--- src/rtl/comp_mag_seq.sv ---
// Multi-cycle magnitude comparator: walks the operands MSB chunk first and stops at the first unequal chunk.
// Optional two's-complement ordering is enabled by defining COMPMAG_SIGNED_EN (adds the signed_mode port).
module comp_mag_seq #(
    parameter int WIDTH = 16,
    parameter int CHUNK = 4
) (
    input  logic             clk,
    input  logic             rst_n,
    input  logic             in_valid,
    output logic             in_ready,
    input  logic [WIDTH-1:0] a,
    input  logic [WIDTH-1:0] b,
`ifdef COMPMAG_SIGNED_EN
    input  logic             signed_mode,
`endif
    output logic             out_valid,
    input  logic             out_ready,
    output logic             aeqb,
    output logic             agtb,
    output logic             altb
);

    localparam int NCHUNK = WIDTH / CHUNK;
    localparam int IW     = (NCHUNK > 1) ? $clog2(NCHUNK) : 1;
    localparam logic [IW-1:0] TOP_IDX = IW'(NCHUNK - 1);

    localparam logic [1:0] S_IDLE = 2'd0;
    localparam logic [1:0] S_CMP  = 2'd1;
    localparam logic [1:0] S_DONE = 2'd2;

    logic [1:0]       state_q, state_d;
    logic [IW-1:0]    idx_q, idx_d;
    logic [WIDTH-1:0] a_q, a_d;
    logic [WIDTH-1:0] b_q, b_d;
    logic             aeqb_q, aeqb_d;
    logic             agtb_q, agtb_d;
    logic             altb_q, altb_d;
    logic [CHUNK-1:0] ca, cb;

`ifdef COMPMAG_SIGNED_EN
    logic sgn_q, sgn_d;
`else
    logic sgn_q;
    assign sgn_q = 1'b0;
`endif

    always_comb begin
        state_d = state_q;
        idx_d   = idx_q;
        a_d     = a_q;
        b_d     = b_q;
        aeqb_d  = aeqb_q;
        agtb_d  = agtb_q;
        altb_d  = altb_q;
`ifdef COMPMAG_SIGNED_EN
        sgn_d   = sgn_q;
`endif
        ca = a_q[idx_q*CHUNK +: CHUNK];
        cb = b_q[idx_q*CHUNK +: CHUNK];
        // Offset-binary: flipping the sign bit makes an unsigned compare order two's-complement values.
        if (sgn_q && (idx_q == TOP_IDX)) begin
            ca[CHUNK-1] = ~ca[CHUNK-1];
            cb[CHUNK-1] = ~cb[CHUNK-1];
        end

        case (state_q)
            S_IDLE: begin
                if (in_valid) begin
                    a_d     = a;
                    b_d     = b;
`ifdef COMPMAG_SIGNED_EN
                    sgn_d   = signed_mode;
`endif
                    idx_d   = TOP_IDX;
                    state_d = S_CMP;
                end
            end
            S_CMP: begin
                if (ca > cb) begin
                    agtb_d  = 1'b1;
                    state_d = S_DONE;
                end else if (ca < cb) begin
                    altb_d  = 1'b1;
                    state_d = S_DONE;
                end else if (idx_q == '0) begin
                    aeqb_d  = 1'b1;
                    state_d = S_DONE;
                end else begin
                    idx_d = idx_q - 1'b1;
                end
            end
            S_DONE: begin
                if (out_ready) begin
                    aeqb_d  = 1'b0;
                    agtb_d  = 1'b0;
                    altb_d  = 1'b0;
                    state_d = S_IDLE;
                end
            end
            default: state_d = S_IDLE;
        endcase
    end

    always_ff @(posedge clk) begin
        if (!rst_n) begin
            state_q <= S_IDLE;
            idx_q   <= '0;
            aeqb_q  <= 1'b0;
            agtb_q  <= 1'b0;
            altb_q  <= 1'b0;
        end else begin
            state_q <= state_d;
            idx_q   <= idx_d;
            aeqb_q  <= aeqb_d;
            agtb_q  <= agtb_d;
            altb_q  <= altb_d;
        end
    end

    // Operand registers carry no reset; they are only read after a fresh accept.
    always_ff @(posedge clk) begin
        a_q <= a_d;
        b_q <= b_d;
`ifdef COMPMAG_SIGNED_EN
        sgn_q <= sgn_d;
`endif
    end

    assign in_ready  = rst_n && (state_q == S_IDLE);
    assign out_valid = (state_q == S_DONE);
    assign aeqb      = aeqb_q;
    assign agtb      = agtb_q;
    assign altb      = altb_q;

endmodule

--- config.mk ---
export PLATFORM = sky130hd
export DESIGN_NAME = comp_mag_seq
export DESIGN_NICKNAME = d
export VERILOG_FILES = /design/src/rtl/comp_mag_seq.sv
export SDC_FILE = /design/constraint.sdc
export NUM_CORES = 1
export LEC_CHECK = 0
export ABC_AREA = 1
export CAP_MARGIN = 20
export CORE_MARGIN = 2
export CORE_UTILIZATION = 52
export DETAILED_ROUTE_END_ITERATION = 10
export PLACE_DENSITY_LB_ADDON = 0.08
export SYNTH_ARGS = -nofsm -noshare
export SYNTH_HDL_FRONTEND = slang
export SYNTH_SLANG_ARGS = --single-unit
--- constraint.sdc ---
create_clock -name clk -period 4.3 [get_ports clk]
set_input_delay 0.86 -clock clk [delete_from_list [all_inputs] [get_ports clk]]
set_output_delay 0.86 -clock clk [all_outputs]
set_load 0.05 [all_outputs]
* After elaboration in Yosys (flattened, before gate mapping)
Cells that the tools add are included. Widths: inputs -> output; s select.
Word-level totals: bits in registers 39, output and inout port bits 5, logic and storage cells 55
Operators by class: order comparisons 2, muxes and demuxes 21, add/subtract/negate cells 1, shift-type cells 2, reductions and logical operators 11, equal/unequal tests 11
Operators by type and width (number):
- $shiftx 16x5->4 | 2
- $mux 2 | 9
- $ne 2x2->1 const B | 7
- $reduce_and 5->1 | 2
- $mux 1 | 7
- $pmux 1 s2 | 3
- $pmux 2 s3 | 1
- $reduce_and 3->1 | 2
- $gt 4x4->1 | 1
- $logic_not 2->1 | 2
- $lt 4x4->1 | 1
- $ne 4x4->1 const B | 1
- $pmux 2 s2 | 1
- $reduce_and 4->1 | 1
- $reduce_bool 2->1 | 2
- $eq 2x1->1 const B | 1
- $eq 2x2->1 const B | 1
- $ne 2x1->1 const B | 1
- $reduce_and 2->1 | 1
- $sub 2x1->2 const B | 1
- $logic_and 1x1->1 | 1

* Depth between registers and ports, before layout
word-level depth 5, gate-level depth with buffers 15, depth with buffers taken out 13

* Worst setup path after synthesis
No wires, ideal clock.
kind input -> output, start point input rst_n, end point output in_ready, arrival 1.581 ns, stages on the path 2, slack 1.859 ns, required time 3.440 ns, path through inv_1 -> nor2_1
Between the ends: word-level cells in the longest chain between the ends 1
RTL lines:
- from (decl) | line 8 | input logic rst_n,
- $logic_and 1x1->1 | line 129 | assign in_ready = rst_n && (state_q == S_IDLE);
- to (decl) | line 10 | output logic in_ready,
No other way between the ends.

* Worst setup path after layout
Same ends and word-level chain as after synthesis.

==> tab_implementation.tex <==
\begin{tabular}{lr}
\hline
Metric & Value \\
\hline
\multicolumn{2}{l}{\textbf{Setup path}} \\
Worst Path Max Fanout & 5 \\
Worst Path Arrival & 2.41 ns \\
Critical path required time & $\sim$3.4 ns \\
Critical R2R Capture & idx\_q[1] \\
Worst-case reg-to-reg path depth & 10 \\
Critical Path Sink Type & output pin \\
CP max stage delay & 0.80 ns \\
Kind of start point of the critical path & input pin \\
Worst Setup Path Type & in -> out \\
Worst r2r src & idx\_q[0] \\
Ordered list of cells on the worst path & clkdlybuf4s50\_1, inv\_1, nor2\_1, clkdlybuf4s50\_1 \\
Crit path max-delay cell type & sky130\_fd\_sc\_hd\_\_clkdlybuf4s50\_1 \\
Critical path startpoint & rst\_n \\
Flop-to-flop setup slack & 1.85 ns \\
CP dominant cell by count & sky130\_fd\_sc\_hd\_\_clkdlybuf4s50\_1 \\
\multicolumn{2}{l}{\textbf{Hold path}} \\
Destination of the worst hold path & aeqb \\
Hold\_sp & aeqb \\
Number of cells on the worst hold path & 2 \\
Worst min path class & reg -> reg \\
\multicolumn{2}{l}{\textbf{Timing}} \\
Count of endpoints failing setup in the final report & 0 \\
Number of slew-limit violations in the final report & 0 \\
Final setup skew & between 0.006 and 0.007 ns \\
Worst path setup slack after routing & roughly 1 ns \\
Part of the cycle the worst path needs & approximately three quarters \\
Hold WS & between 0.4 and 0.5 ns \\
Max-slew headroom at the worst pin & about 58\% \\
Setup tns final & 0 ns \\
Maximum achievable frequency & between 0.3 and 0.4 GHz \\
Transition at the pin with the smallest max-transition slack & roughly 0.63 ns \\
Min Clock Period, post-route & 3.27 ns \\
Unrepaired setup endpoints after global routing & false \\
Final hold violation count & 0 \\
\multicolumn{2}{l}{\textbf{Global routing}} \\
Gr ovfl total & 0 \\
Via count of the first global-routing pass & between 1000 and 1500 \\
First-pass GRT wire length & roughly 4900 um \\
Pin count of the biggest net entering global routing & 33 \\
Number of antenna violations at the first check in global routing & 0 \\
Total track usage & approximately a fifth \\
\multicolumn{2}{l}{\textbf{Cells and area}} \\
Area of the multi-input gates & between 400 and 500 um\^{}2 \\
Non-Filler Instances & $\sim$230 \\
Register area & 1100 um\^{}2 \\
Diode count & 0 \\
Final nets & 230 \\
Synth-to-Final Area Change & 33.0\% \\
Fillers & 229 \\
Share of cells above drive strength 1 & around 5.8\% \\
Finished Cell Area & about 2200 um\^{}2 \\
Fraction of the core area covered by cells at the end of the flow & between 70\% and 80\% \\
\multicolumn{2}{l}{\textbf{Floorplanning}} \\
Count of standard-cell rows & 20 \\
Vertical die dimension & about 60 um \\
Number of top-level pins & between 40 and 50 \\
Overall die area & 3600 um\^{}2 \\
Chip Width & 60.0 um \\
Initial core utilization & a little over half \\
Area of the core & slightly above 3000 um\^{}2 \\
\multicolumn{2}{l}{\textbf{Synth}} \\
Cell count after synthesis & 145 \\
Yosys warnings & 0 \\
Post-synthesis register bit count & 39 \\
Mapped Nets & about 190 \\
Post-synth top flop & sky130\_fd\_sc\_hd\_\_edfxtp\_1 \\
Share of synthesized flip-flops with an asynchronous set or reset & 0\% \\
Number of enable flip-flop cells after synthesis & 32 \\
Register area share after synthesis & just under 70\% \\
Total standard cell area after synthesis & about 1600 um\^{}2 \\
Per-instance average area after synthesis & $\sim$11 um\^{}2 \\
Library cells used by synthesis & 17 \\
\multicolumn{2}{l}{\textbf{Clock tree}} \\
Clock-pin slew reported for the worst setup and hold paths after clock tree synthesis & about 0.10 ns \\
CTS tree & done \\
Max H-tree Level & 2 \\
Gates resized, CTS repair & 0 \\
Worst-case clock buffer depth & 2 \\
CTS hold repair buffers & 0 \\
Clock Sink Count & 39 \\
Latest clock arrival within the worst-skew pair & roughly 0.34 ns \\
TritonCTS Buffers & 5 \\
Root buffer cell & sky130\_fd\_sc\_hd\_\_clkbuf\_4 \\
Post-CTS repair timing setup buffer count & 0 \\
\multicolumn{2}{l}{\textbf{Detailed routing}} \\
Starting DRC count in detailed routing & between 90 and 100 \\
Via-to-Cell Ratio & around 5.0 \\
Detailed Routing Iterations Pass 1 & 4 \\
Post-DR wirelength/cell & $\sim$13 um \\
DRC errors left & 0 \\
Number of vias in the routed layout & approximately 1200 \\
Post-DRT Antenna Nets & 0 \\
Wire length after detailed routing & roughly 3000 um \\
\multicolumn{2}{l}{\textbf{Outcome}} \\
Status & finished, final reports clean \\
\multicolumn{2}{l}{\textbf{Power and ir drop}} \\
Cell-internal power & roughly 640 uW \\
Power share of the combinational group & a little under a fifth \\
Portion of total power attributed to sequential cells & approximately 54\% \\
Total power consumption of the routed design & roughly 850 uW \\
Power spent charging and discharging nets & between 200 and 250 uW \\
Switching fraction of total power & 24.8\% \\
Leakage power & between 0.8 and 0.9 nW \\
Clock Power Share & 27.8\% \\
Power density relative to cell area & around 390 nW/um\^{}2 \\
Worst ir drop on vdd & roughly 0.23 mV \\
\multicolumn{2}{l}{\textbf{Place}} \\
Global placement routability congestion & around 0.85 \\
Placed standard-cell area & approximately 2100 um\^{}2 \\
Setup slack at placement & between 1 and 1.5 ns \\
Number of placed instances, taps included & between 200 and 250 \\
Post-detailed-placement half-perimeter wirelength & 2030 um \\
Count of input and output buffers & 40 \\
\multicolumn{2}{l}{\textbf{Job}} \\
Max-cap violation count & 0 \\
\hline
\end{tabular}
==> logic make-up (layout without fill, tap and decap cells) <==
kind of cell	after synthesis	in the layout	share of synthesized area, %
buffers and inverters	18	63	4.45
and+or+nand+nor	54	54	13.8
adders and majority gates	5	5	3.83
DFF	39	39	67.5
AOI/OAI and AO/OA	29	29	10.4
==> registers in the layout, summed over array words and instances (netlist names) <==
signal	count
b_q	16
state_q	2
agtb	1
aeqb	1
a_q	16
altb	1
idx_q	2
==> power by group through the flow <==
stage	sequential, mW	combinational, mW	clock (mW)
after detailed placement	0.463	0.153	0
final	0.452	0.159	0.235
after global routing	0.455	0.178	0.257
after global placement	0.461	0.148	0
after floorplan	0.466	0.0891	0
after CTS	0.454	0.154	0.245
==> critical path, delay by kind of cell <==
kind          cells  cell delay, ns
buf+inv           3            1.43
simple gates      1            0.11
==> layout by cell type (no fill, tap or decap), drive strengths merged <==
| cell type | netlist | routed |
|---|---|---|
| nand4 | 1 | 1 |
| clkdlybuf4s50 | 0 | 40 |
| nand3 | 6 | 6 |
| clkbuf | 0 | 7 |
| inv | 14 | 14 |
| o21ai | 9 | 9 |
| nand2 | 32 | 32 |
| nor2 | 15 | 15 |
| a21oi | 12 | 12 |
| dfxtp | 7 | 7 |
| a32o | 4 | 4 |
| o22ai | 4 | 4 |
| buf | 4 | 1 |
| ha | 5 | 5 |
| edfxtp | 32 | 32 |
| bufinv | 0 | 1 |
==> layer usage <==
metal  routed length (um)  vias to the layer above  track usage, %  part of all wire (%)
met5                    0                        -               0                     0
met4                   57                        0            10.5                   1.9
met3                  158                        7            4.76                   5.4
met2                 1450                       41            32.3                    49
met1                 1270                      533            21.3                    43
li1                     -                      595               -                     -
==> cell type report <==
cell class                 instances  area share, %
clock buffer                       7           2.08
timing repair buffer              41           19.7
tap                               44           2.54
inverter                          14           2.42
sequential                        39           50.7
clock inverter                     1           1.38
multi-input combinational         88           21.1
==> cell usage after synthesis (2+ instances only) <==
library cell	count	share of area, %
sky130_fd_sc_hd__a21oi_1	12	3.7
sky130_fd_sc_hd__a32o_1	4	2.5
sky130_fd_sc_hd__buf_2	4	1.2
sky130_fd_sc_hd__dfxtp_1	7	8.6
sky130_fd_sc_hd__edfxtp_1	32	59
sky130_fd_sc_hd__ha_1	5	3.8
sky130_fd_sc_hd__inv_1	13	3.0
sky130_fd_sc_hd__nand2_1	30	6.9
sky130_fd_sc_hd__nand2_2	2	0.77
sky130_fd_sc_hd__nand3_1	6	1.8
sky130_fd_sc_hd__nor2_1	14	3.2
sky130_fd_sc_hd__o21ai_0	8	2.5
sky130_fd_sc_hd__o22ai_1	4	1.5
==> how the worst max path moves through the flow <==
stage,to,slack (ns),cells past startpoint
after detailed placement,in_ready,1.02,4
final,in_ready,1.03,4
after CTS,in_ready,1.02,4
after floorplan,in_ready,1.86,2
after global placement,in_ready,1.05,4
after global routing,in_ready,0.94,4
Note: power is estimated with default switching activity, not from simulation.
==> RTL edit, RTL diff (config.mk and constraints unchanged) <==
`CHUNK`: 4 -> 8.
--- a/src/rtl/comp_mag_seq.sv
+++ b/src/rtl/comp_mag_seq.sv
@@ -4,3 +4,3 @@
     parameter int WIDTH = 16,
-    parameter int CHUNK = 4
+    parameter int CHUNK = 8
 ) (
Check against the original RTL: not equivalent (Yosys sat finds a counterexample within 4 cycles, from zero or initial values and one cycle with rst_n low).
==> RTL edit against the unedited design <==
Area after synthesis up 1.5%. Routed wire length is 11% lower. Global-route usage is 2.2 points lower. Power down 11%. Worst setup slack got worse by 0.00090 ns. Critical path type unchanged. Design area shrank 0.52%. Sequential cell count fell by 1. Combinational power is 8% lower.
==> RTL edit: results (changes against the unedited design) <==
- Antenna violations before repair: 0 (unchanged)
- Worst Clk Skew: 0.0101 ns (+0.00365 ns)
- Vias in the first global route: 1,012 (-14%)
- Min-delay worst type: reg -> reg
- Fillers: 245 (+7.0%)
- Synth cell count leaders: nand2_1 (39), edfxtp_1 (32), inv_1 (11), ha_1 (8), mux2i_1 (8)
- Finished Layout Cells: 226 (-3.4%)
- First drt pass iteration count: 6 (+2)
- Synth Warn #: 0 (unchanged)
- Hpwl dp: 1.95 mm (-4.3%)
- Clock Path Buffers: 2 (unchanged)
- Setup TNS: 0 ns (unchanged)
- Critical-path top delay cell: clkdlybuf4s50_1
- Average size of a mapped cell: 12.3 µm² (+9.1%)
- Initial drt markers: 41 (-57%)
- # Post-CTS Setup Buffers: 0 (unchanged)
- Worst relative slew slack: 42.5% (-15 points)
- Cts bufs inserted: 5 (unchanged)
- Outcome: complete, no violations
- R2r setup slk: 1.89 ns (+0.04 ns)
- Port bufs: 40 (unchanged)
- Htree depth: 2 (unchanged)
- Gr usage total: 16.7% (-2.2 points)
- Slew Limit Fails: 0 (unchanged)
- Mapped Nets: 179 (-3.8%)
- Largest net degree at the start of global routing: 20 (-39%)
- Distinct cells, synth: 23 (+6)
- M2 GR Usage: 28.0% (-4.3 points)
- WL/cell: 11.6 µm (-8.0%)
- Worst-skew pair later-pin latency: 0.34 ns (about the same)
- CTS resizes: 0 (unchanged)
- Via/cell ratio: 4.86 (-3.3%)
- Met1 usage: 18.7% (-2.6 points)
- Seq/Total Area, Yosys: 65.3% (-2.2 points)
- First-pass GRT wire length: 4.27 mm (-12%)
- Top post-synthesis cells by area: edfxtp_1 (58%), nand2_1 (8.8%), dfxtp_1 (7.3%)
- Clock root buffer: clkbuf_4
- Crit-path max cell delay: 0.80 ns (about the same)
- Worst VDD drop: 0.243 mV (+4.3%)
- Dpl cells: 218 (-3.1%)
- Leakage: 0.849 nW (+2.6%)
- GP Congestion: 0.901 (+5.9%)
- Asr flop ratio synth: 0% (unchanged)
- Largest registers: a_q: 16 flops, b_q: 16 flops, state_q: 2 flops
- GR Layer Usage met3: 5.97% (+1.2 points)
- Layout cell share with drive strength beyond 1: 11.5% (+5.7 points)
- CP max FO: 5 (unchanged)
- Clk slew on worst S/H paths: about 0.09 ns
- CP arrival: 2.41 ns (about the same)
- Antenna cells: 0 (unchanged)
- Final setup margin: 1.03 ns (-0.000900 ns)
- Post-synth EDFFs: 32 (unchanged)
[RTL edit: kinds of logic (layout without fill, tap and decap cells)]
kind of cell	count (synthesis)	in the layout	share of synthesized area, %
simple gates	55	55	15.8
flops	38	38	65.3
buf+inv	15	62	3.70
compound gates	11	11	4.38
fa+ha+maj	8	8	6.04
mux	8	8	4.83
[RTL edit: metrics by stage]
step | utilization [%] | total power [mW] | hold WS [ns] | instance area (µm²)
global placement | 69.1 | 0.592 | 0.438 | 2110
detailed placement | 69.1 | 0.598 | 0.438 | 2110
global route | 70.7 | 0.796 | 0.477 | 2160
finish | 70.7 | 0.756 | 0.450 | 2160
CTS | 70.7 | 0.763 | 0.452 | 2160
floorplan | - | 0.540 | 0.608 | 1660
[RTL edit: worst max-delay path: cells and delay by family]
kind | cells | cell delay [ns]
buffers and inverters | 3 | 1.44
and+or+nand+nor | 1 | 0.11
[RTL edit: metal layers]
metal | part of all wire [%] | vias up
li1 | - | 554
met1 | 40 | 493
met3 | 7.3 | 9
met4 | 2.9 | 0
met5 | 0 | -
met2 | 49 | 42
[RTL edit: worst paths after layout]
path	endpoint	cells past startpoint	start
worst max-delay path	in_ready	4	rst_n
worst max register to register	idx_q	13	idx_q
worst min register to register	aeqb	2	aeqb
worst min-delay path	aeqb	2	aeqb
[RTL edit: cell type report]
| cell class | count | share of cell area (%) |
|---|---|---|
| clock buffer | 8 | 2.26 |
| inverter | 13 | 2.26 |
| multi-input combinational | 82 | 23.9 |
| sequential | 38 | 50.1 |
| tap | 44 | 2.55 |
| timing repair buffer | 41 | 18.9 |
[RTL edit: power breakdown]
part | leakage [nW] | switching (mW) | internal (mW)
Clock | 0.0265 | 0.103 | 0.0652
Sequential | 0.356 | 0.0132 | 0.428
Combinational | 0.467 | 0.0780 | 0.0685
Total | 0.849 | 0.194 | 0.562
